**src/rtl/mac_seq_ctrl.sv**
```systemverilog
// Sequencer feeding one mac unit: streams N_INPUTS feature/weight pairs, accumulates products, adds bias.
// Optional MAC_SEQ_RELU_EN clamps negative neuron outputs to zero in the BIAS stage.
module mac_seq_ctrl #(
    parameter int N_INPUTS = 784,
    parameter int F_ADDR_W = 10,
    parameter int W_ADDR_W = 13,
    parameter int ACC_W    = 32
) (
    input  logic                       clk,
    input  logic                       rstn,
    input  logic                       start,
    input  logic [W_ADDR_W-1:0]        weight_base,
    input  logic signed [15:0]         bias,
    output logic                       busy,
    output logic                       feat_rd_en,
    output logic [F_ADDR_W-1:0]        feat_rd_addr,
    input  logic [7:0]                 feat_rdata,
    output logic                       wgt_rd_en,
    output logic [W_ADDR_W-1:0]        wgt_rd_addr,
    input  logic signed [7:0]          wgt_rdata,
    output logic                       mac_en,
    output logic [7:0]                 mac_feature,
    output logic signed [7:0]          mac_weight,
    input  logic signed [16:0]         mac_result,
    input  logic                       mac_done,
    output logic signed [ACC_W-1:0]    out_result,
    output logic                       out_valid
);

    localparam int CNT_W = $clog2(N_INPUTS + 1);
    localparam logic [CNT_W-1:0] LAST_IDX = CNT_W'(N_INPUTS - 1);
    localparam logic [CNT_W-1:0] ALL_DONE = CNT_W'(N_INPUTS);

    localparam logic [1:0] S_IDLE  = 2'd0;
    localparam logic [1:0] S_ISSUE = 2'd1;
    localparam logic [1:0] S_DRAIN = 2'd2;
    localparam logic [1:0] S_BIAS  = 2'd3;

    logic [1:0]              state_reg, state_next;
    logic [CNT_W-1:0]        issue_cnt_reg;
    logic [CNT_W-1:0]        done_cnt_reg, done_cnt_next;
    logic signed [ACC_W-1:0] acc_reg, acc_next;
    logic [W_ADDR_W-1:0]     wbase_reg;
    logic signed [15:0]      bias_reg;
    logic                    mac_en_reg;
    logic signed [ACC_W-1:0] out_result_reg, result_next;
    logic                    out_valid_reg;

    logic                    start_accept;
    logic                    done_accept;
    logic signed [ACC_W-1:0] bias_sum;

    assign start_accept = start && (state_reg == S_IDLE);
    assign done_accept  = mac_done && (state_reg != S_IDLE);

    assign busy         = (state_reg != S_IDLE);
    assign feat_rd_en   = (state_reg == S_ISSUE);
    assign wgt_rd_en    = (state_reg == S_ISSUE);
    assign feat_rd_addr = F_ADDR_W'(issue_cnt_reg);
    assign wgt_rd_addr  = wbase_reg + W_ADDR_W'(issue_cnt_reg);

    // RAM data lines up with mac_en; gating keeps the mac inputs quiet between runs.
    assign mac_en      = mac_en_reg;
    assign mac_feature = mac_en_reg ? feat_rdata : 8'd0;
    assign mac_weight  = mac_en_reg ? wgt_rdata  : 8'sd0;

    assign out_result = out_result_reg;
    assign out_valid  = out_valid_reg;

    always_comb begin
        done_cnt_next = done_cnt_reg;
        acc_next      = acc_reg;
        if (done_accept) begin
            done_cnt_next = done_cnt_reg + CNT_W'(1);
            acc_next      = acc_reg + {{(ACC_W-17){mac_result[16]}}, mac_result};
        end
    end

    assign bias_sum = acc_reg + {{(ACC_W-16){bias_reg[15]}}, bias_reg};

    always_comb begin
`ifdef MAC_SEQ_RELU_EN
        result_next = bias_sum[ACC_W-1] ? '0 : bias_sum;
`else
        result_next = bias_sum;
`endif
    end

    // DRAIN looks at the count including this cycle's done so BIAS follows the last product directly.
    always_comb begin
        state_next = state_reg;
        case (state_reg)
            S_IDLE:  if (start)                        state_next = S_ISSUE;
            S_ISSUE: if (issue_cnt_reg == LAST_IDX)    state_next = S_DRAIN;
            S_DRAIN: if (done_cnt_next == ALL_DONE)    state_next = S_BIAS;
            S_BIAS:                                    state_next = S_IDLE;
            default:                                   state_next = S_IDLE;
        endcase
    end

    always_ff @(posedge clk or negedge rstn) begin
        if (!rstn) begin
            state_reg      <= S_IDLE;
            issue_cnt_reg  <= '0;
            done_cnt_reg   <= '0;
            acc_reg        <= '0;
            wbase_reg      <= '0;
            bias_reg       <= '0;
            mac_en_reg     <= 1'b0;
            out_result_reg <= '0;
            out_valid_reg  <= 1'b0;
        end else begin
            state_reg     <= state_next;
            mac_en_reg    <= feat_rd_en;
            out_valid_reg <= (state_reg == S_BIAS);
            if (start_accept) begin
                wbase_reg     <= weight_base;
                bias_reg      <= bias;
                issue_cnt_reg <= '0;
                done_cnt_reg  <= '0;
                acc_reg       <= '0;
            end else begin
                done_cnt_reg <= done_cnt_next;
                acc_reg      <= acc_next;
                if ((state_reg == S_ISSUE) && (issue_cnt_reg != LAST_IDX))
                    issue_cnt_reg <= issue_cnt_reg + CNT_W'(1);
            end
            if (state_reg == S_BIAS)
                out_result_reg <= result_next;
        end
    end

endmodule

```
**config.mk**
```make
export PLATFORM = sky130hd
export DESIGN_NAME = mac_seq_ctrl
export DESIGN_NICKNAME = d
export VERILOG_FILES = /design/src/rtl/mac_seq_ctrl.sv
export SDC_FILE = /design/constraint.sdc
export NUM_CORES = 1
export LEC_CHECK = 0
export ABC_AREA = 1
export CAP_MARGIN = 5
export CORE_MARGIN = 2
export CORE_UTILIZATION = 40
export DETAILED_ROUTE_END_ITERATION = 12
export PLACE_DENSITY = 0.72
export SYNTH_ARGS = -nofsm -noshare
export SYNTH_HDL_FRONTEND = slang
export SYNTH_SLANG_ARGS = --single-unit
```
**constraint.sdc**
```tcl
create_clock -name clk -period 3.1 [get_ports clk]
set_clock_uncertainty 0.1 [all_clocks]
set_input_delay 0.31 -clock clk [delete_from_list [all_inputs] [get_ports clk]]
set_output_delay 0.31 -clock clk [all_outputs]
set_load 0.02 [all_outputs]
```
## Word-level counts from Yosys, hierarchy flattened

Cells that the tools add are included.

- Memory bits (writable): 0
- Output and inout port bits: 76
- Register bits: 117
- ROM bits: 0
- Bits in latches: 0
- Memories kept: 0

- Add/subtract/negate cells: 5
- Magnitude comparators: 0
- Shifts and indexed selects: 0
- Multiplexer cells: 12
- Divide/modulo/power cells: 0
- Bitwise logic cells: 0
- Multipliers: 0
- Equality and inequality tests: 9
- Reductions and logical operators: 8

Operators with widths:

| kind | count |
|---|---|
| $add 32x32->32 | 2 |
| $mux 32 | 2 |
| $mux 10 | 4 |
| $add 10x1->10 const B | 2 |
| $eq 10x10->1 const B | 2 |
| $mux 8 | 2 |
| $add 13x10->13 | 1 |
| $ne 10x10->1 const B | 1 |
| $pmux 2 s4 | 1 |
| $mux 2 | 3 |
| $reduce_bool 2->1 | 3 |
| $eq 2x2->1 const B | 2 |
| $ne 2x2->1 const B | 2 |
| $logic_and 1x1->1 | 3 |
| $reduce_and 3->1 | 1 |
| $eq 2x1->1 const B | 1 |
| $logic_not 2->1 | 1 |
| $ne 2x1->1 const B | 1 |

## Depth between registers and ports, before layout

- Depth in word-level cells: 6
- Mapped depth: 15
- Gate-level depth less buffers: 15

## Worst setup path before layout

Ideal clock, no wire load.

- Kind: flip-flop to output port
- Start point: register issue_cnt_reg[0] (netlist: feat_rd_addr[0])
- End point: output port wgt_rd_addr[10]
- Data required time: 2.690 ns
- Path slack: 0.631 ns
- Stages on the path, launching flop included: 9
- Arrival time: 2.059 ns
- Cell sequence: dfrtp_1 > ha_1 > fa_1 > nand3_1 > nand2_1 > a21oi_1 > o21ai_1 > a21oi_1 > xnor2_1

- Cells in the longest elaborated chain, start to end: 1

Ends and longest elaborated chain:

| what | line | source |
|---|---|---|
| start: declaration | 40 | `logic [CNT_W-1:0] issue_cnt_reg;` |
| start signal: assignment | 126 | `issue_cnt_reg <= issue_cnt_reg + CNT_W'(1);` |
| $add 13x10->13 | 60 | `assign wgt_rd_addr = wbase_reg + W_ADDR_W'(issue_cnt_reg);` |
| end: declaration | 19 | `output logic [W_ADDR_W-1:0] wgt_rd_addr,` |

Every way passes these cells.

## Final worst setup path

- Start point: register issue_cnt_reg[4] (netlist: feat_rd_addr[4])
- End point: output port wgt_rd_addr[9]

Same word-level chain as after synthesis.

==> results.md <==
- Outcome: finished, final reports clean
- CTS sink cnt: between 100 and 150
- Initial Util: 40.7%
- DP Wirelength: 21.9 mm
- Largest net degree at the start of global routing: between 50 and 60
- RSZ-0062 raised after global routing: yes
- Layout cells sized above 1: 4.55%
- Vias/cell: 5.22
- GPL Wtd Cong: approximately 0.97
- Worst Path Required: 2690 ps
- Critical Path Fanout Max: 5
- Fin nets: 1672
- Post-DRT Antenna Nets: 0
- CTS tree: yes
- Worst-Margin Slew: 644 ps
- Max-Cap Viols: 0
- Max Slew Vio Count: 0
- Critical Path, Cell by Cell: ha_1 > a21oi_1 > inv_1 > a31oi_1 > o21ai_1 > a21oi_1 > xor2_1 > dlygate4sd2_1
- Die X-Extent: about 160 µm
- FF-to-FF path depth: 8
- Final period utilization: 95.6%
- Worst hold path class: input port to asynchronous set/reset pin
- WP data arrival: 2550 ps
- Core area: 0.0226 mm²
- Synth cell types: 37
- Layout Area Growth over Synthesis: 25.5%
- Via Count: between 9000 and 10000
- H-tree depth reported by CTS: 4
- Post-synthesis sequential area ratio: 31.8%
- Crit start category: register
- Syn Inst Count: 1377
- I/O pins: 142
- Critical path's largest stage delay: 440 ps
- Clock period minus worst slack: slightly below 3000 ps
- Clk_lat worst skew: 430 ps
- First-pass GRT wire length: around 45 mm
- DP Cell Count: roughly 1800
- R2r startpoint: bias_reg[15]
- # setup viols final: 0
- R2R Path End: out_result[17]
- F_max: 338 MHz
- Post-synth top area share: 31.8%
- Power per cell area: 1100 mW/mm²
- FP Rows: 55
- Routed WL: 27.8 mm
- Worst setup margin: 137 ps
- Avg Cell Area, Syn: about 6.7 µm²
- GRT Util Overall: 23.2%
- R2R Setup Slk: around 550 ps
- Drt pass-1 iters: 6
- Ys Warns: 0
- Total die area: 0.0242 mm²
- Initial antenna violation count: 2
- WS Path Type: register to output pin
- Place WS: between 100 and 150 ps
- CP most frequent cell: a21oi_1
- Vias in the first global route: 8970
- Initial DRC count: approximately 780
- Port buffer count: 141
- Final hold viol count: 0
- Clock buffer count from CTS: 17
- Largest cells by area after synthesis: dfrtp_1 (32%), nand2_1 (20%), ha_1 (11%), a21oi_1 (5.4%), inv_1 (5.3%)
- Peak supply drop: 0.377 mV
- Gr ovfl total: 0
- CTS clk-pin slew, worst paths: 60 ps
- Slew headroom: 57.1%
- Longest Clk Path Bufs: 2
- DIE HEIGHT: between 150 and 200 µm
- Root buffer cell: clkbuf_16
- #FFs+latches synth: around 120
- Mapped cell area: 0.00921 mm²
- Static leakage: ~5.8 nW
- Avg WL per Cell: 15.2 µm
- CP max stage cell: dfrtp_1
- Area leader, netlist: dfrtp_1
- Fin cells: approximately 1800
- Syn Nets: approximately 1500
- CP Capture Type: output pin
- Residual DRC: 0
kinds of logic after synthesis:
logic type / synth area share (%)
and+or+nand+nor: 34.9
AOI/OAI and AO/OA: 12.4
buffers and inverters: 6.54
DFF: 31.8
adders and majority gates: 11.4
xor gates and xnor gates: 2.94
synth_stat cells:
| master | count |
|---|---|
| nand2_1 | 492 |
| inv_1 | 129 |
| nor2_1 | 122 |
| dfrtp_1 | 117 |
| a21oi_1 | 100 |
| nand3_1 | 91 |
| ha_1 | 79 |
| o21ai_0 | 76 |
| nor3_1 | 21 |
| clkbuf_1 | 19 |
| nand4_1 | 17 |
| xor2_1 | 15 |
| xnor2_1 | 14 |
| nand3b_1 | 8 |
| o21a_1 | 8 |
| o21ai_1 | 8 |
| o21bai_1 | 7 |
| or2_2 | 7 |
| a31oi_1 | 5 |
| and2_1 | 5 |
| inv_2 | 4 |
| nand2_2 | 4 |
| nor4_1 | 4 |
| buf_1 | 3 |
| fa_1 | 3 |
| o21ai_2 | 3 |
| a22o_1 | 2 |
| a32o_1 | 2 |
| buf_4 | 2 |
| nor2_4 | 2 |
| or2_1 | 2 |
| a21o_1 | 1 |
| buf_2 | 1 |
| nand3_4 | 1 |
| nor2_2 | 1 |
| o31ai_1 | 1 |
| xnor2_2 | 1 |
how the worst max path moves through the flow:
| stage | endpoint | from | slack [ps] | depth (start not counted) |
|---|---|---|---|---|
| final | wgt_rd_addr[9] | feat_rd_addr[4] | 140 | 8 |
| after global routing | wgt_rd_addr[12] | feat_rd_addr[0] | -60 | 10 |
| after CTS | wgt_rd_addr[7] | feat_rd_addr[4] | 8 | 7 |
| after detailed placement | wgt_rd_addr[12] | feat_rd_addr[0] | 140 | 10 |
| after global placement | wgt_rd_addr[12] | feat_rd_addr[0] | 160 | 10 |
| after floorplan | wgt_rd_addr[10] | feat_rd_addr[0] | 630 | 8 |
where the power goes:
part	internal, mW	switching (mW)	total (mW)
logic	3.01	4.93	7.94
registers	2.19	0.663	2.86
clock network	1.18	0.739	1.91
layout by cell type, fill, tap and decap left out, drive strengths merged, types with 6 or more instances in the layout:
| cell | count |
|---|---|
| clkdlybuf4s50 | 133 |
| ha | 79 |
| buf | 12 |
| clkbuf | 21 |
| nand2 | 496 |
| a21oi | 100 |
| o21ai | 87 |
| nand3b | 8 |
| inv | 133 |
| clkinv | 6 |
| o21a | 8 |
| nor2 | 125 |
| xnor2 | 15 |
| or2 | 9 |
| o21bai | 7 |
| nor3 | 21 |
| xor2 | 15 |
| nand4 | 17 |
| nand3 | 92 |
| dfrtp | 117 |
critical path, delay by kind of cell (launching register included):
kind	cells	cell delay [ps]
flops	1	440
fa+ha+maj	1	390
xor+xnor	1	170
compound gates	4	730
buf+inv	2	400
layout make-up:
cell class / instances / area, µm²
diodes: 2 / 5.00
clock buffers: 19 / 433
multi-input cells: 1102 / 5690
well taps: 285 / 357
flip-flops and latches: 117 / 2930
clock inverters: 13 / 135
repair buffers: 153 / 1510
inverters: 133 / 499
fillers: 2247 / 11100
what timing repair did:
action / 4_1_cts / 5_1_grt
cloned: 0 / 0
hold endpoints to repair: 15 / 0
pin swaps: 0 / 1
gates resized for setup: 5 / 10
hold buffers: 1 / 0
setup endpoints to repair: 4 / 7
setup buffers: 0 / 0
through the flow:
step	utilization [%]	total power [mW]	TNS, ps	instance area, µm²	hold slack, ps
after floorplan	-	8.12	0	9210	-85.6
final	51.0	12.7	0	11600	221
after global placement	48.4	10.6	0	11000	129
after global routing	51.0	13.9	-65.9	11600	247
after CTS	51.0	12.7	0	11500	220
after detailed placement	48.4	10.7	0	11000	130
routing by layer:
metal  GRT usage, %  vias to the layer above  wire length (µm)
li1               -                     4796                 -
met1           32.8                     4402             13100
met2           36.8                      283             12800
met3           3.31                       34              1410
met4           7.38                        0               540
met5              0                        -                 0
No activity file was read; power rests on OpenSTA's default activity.
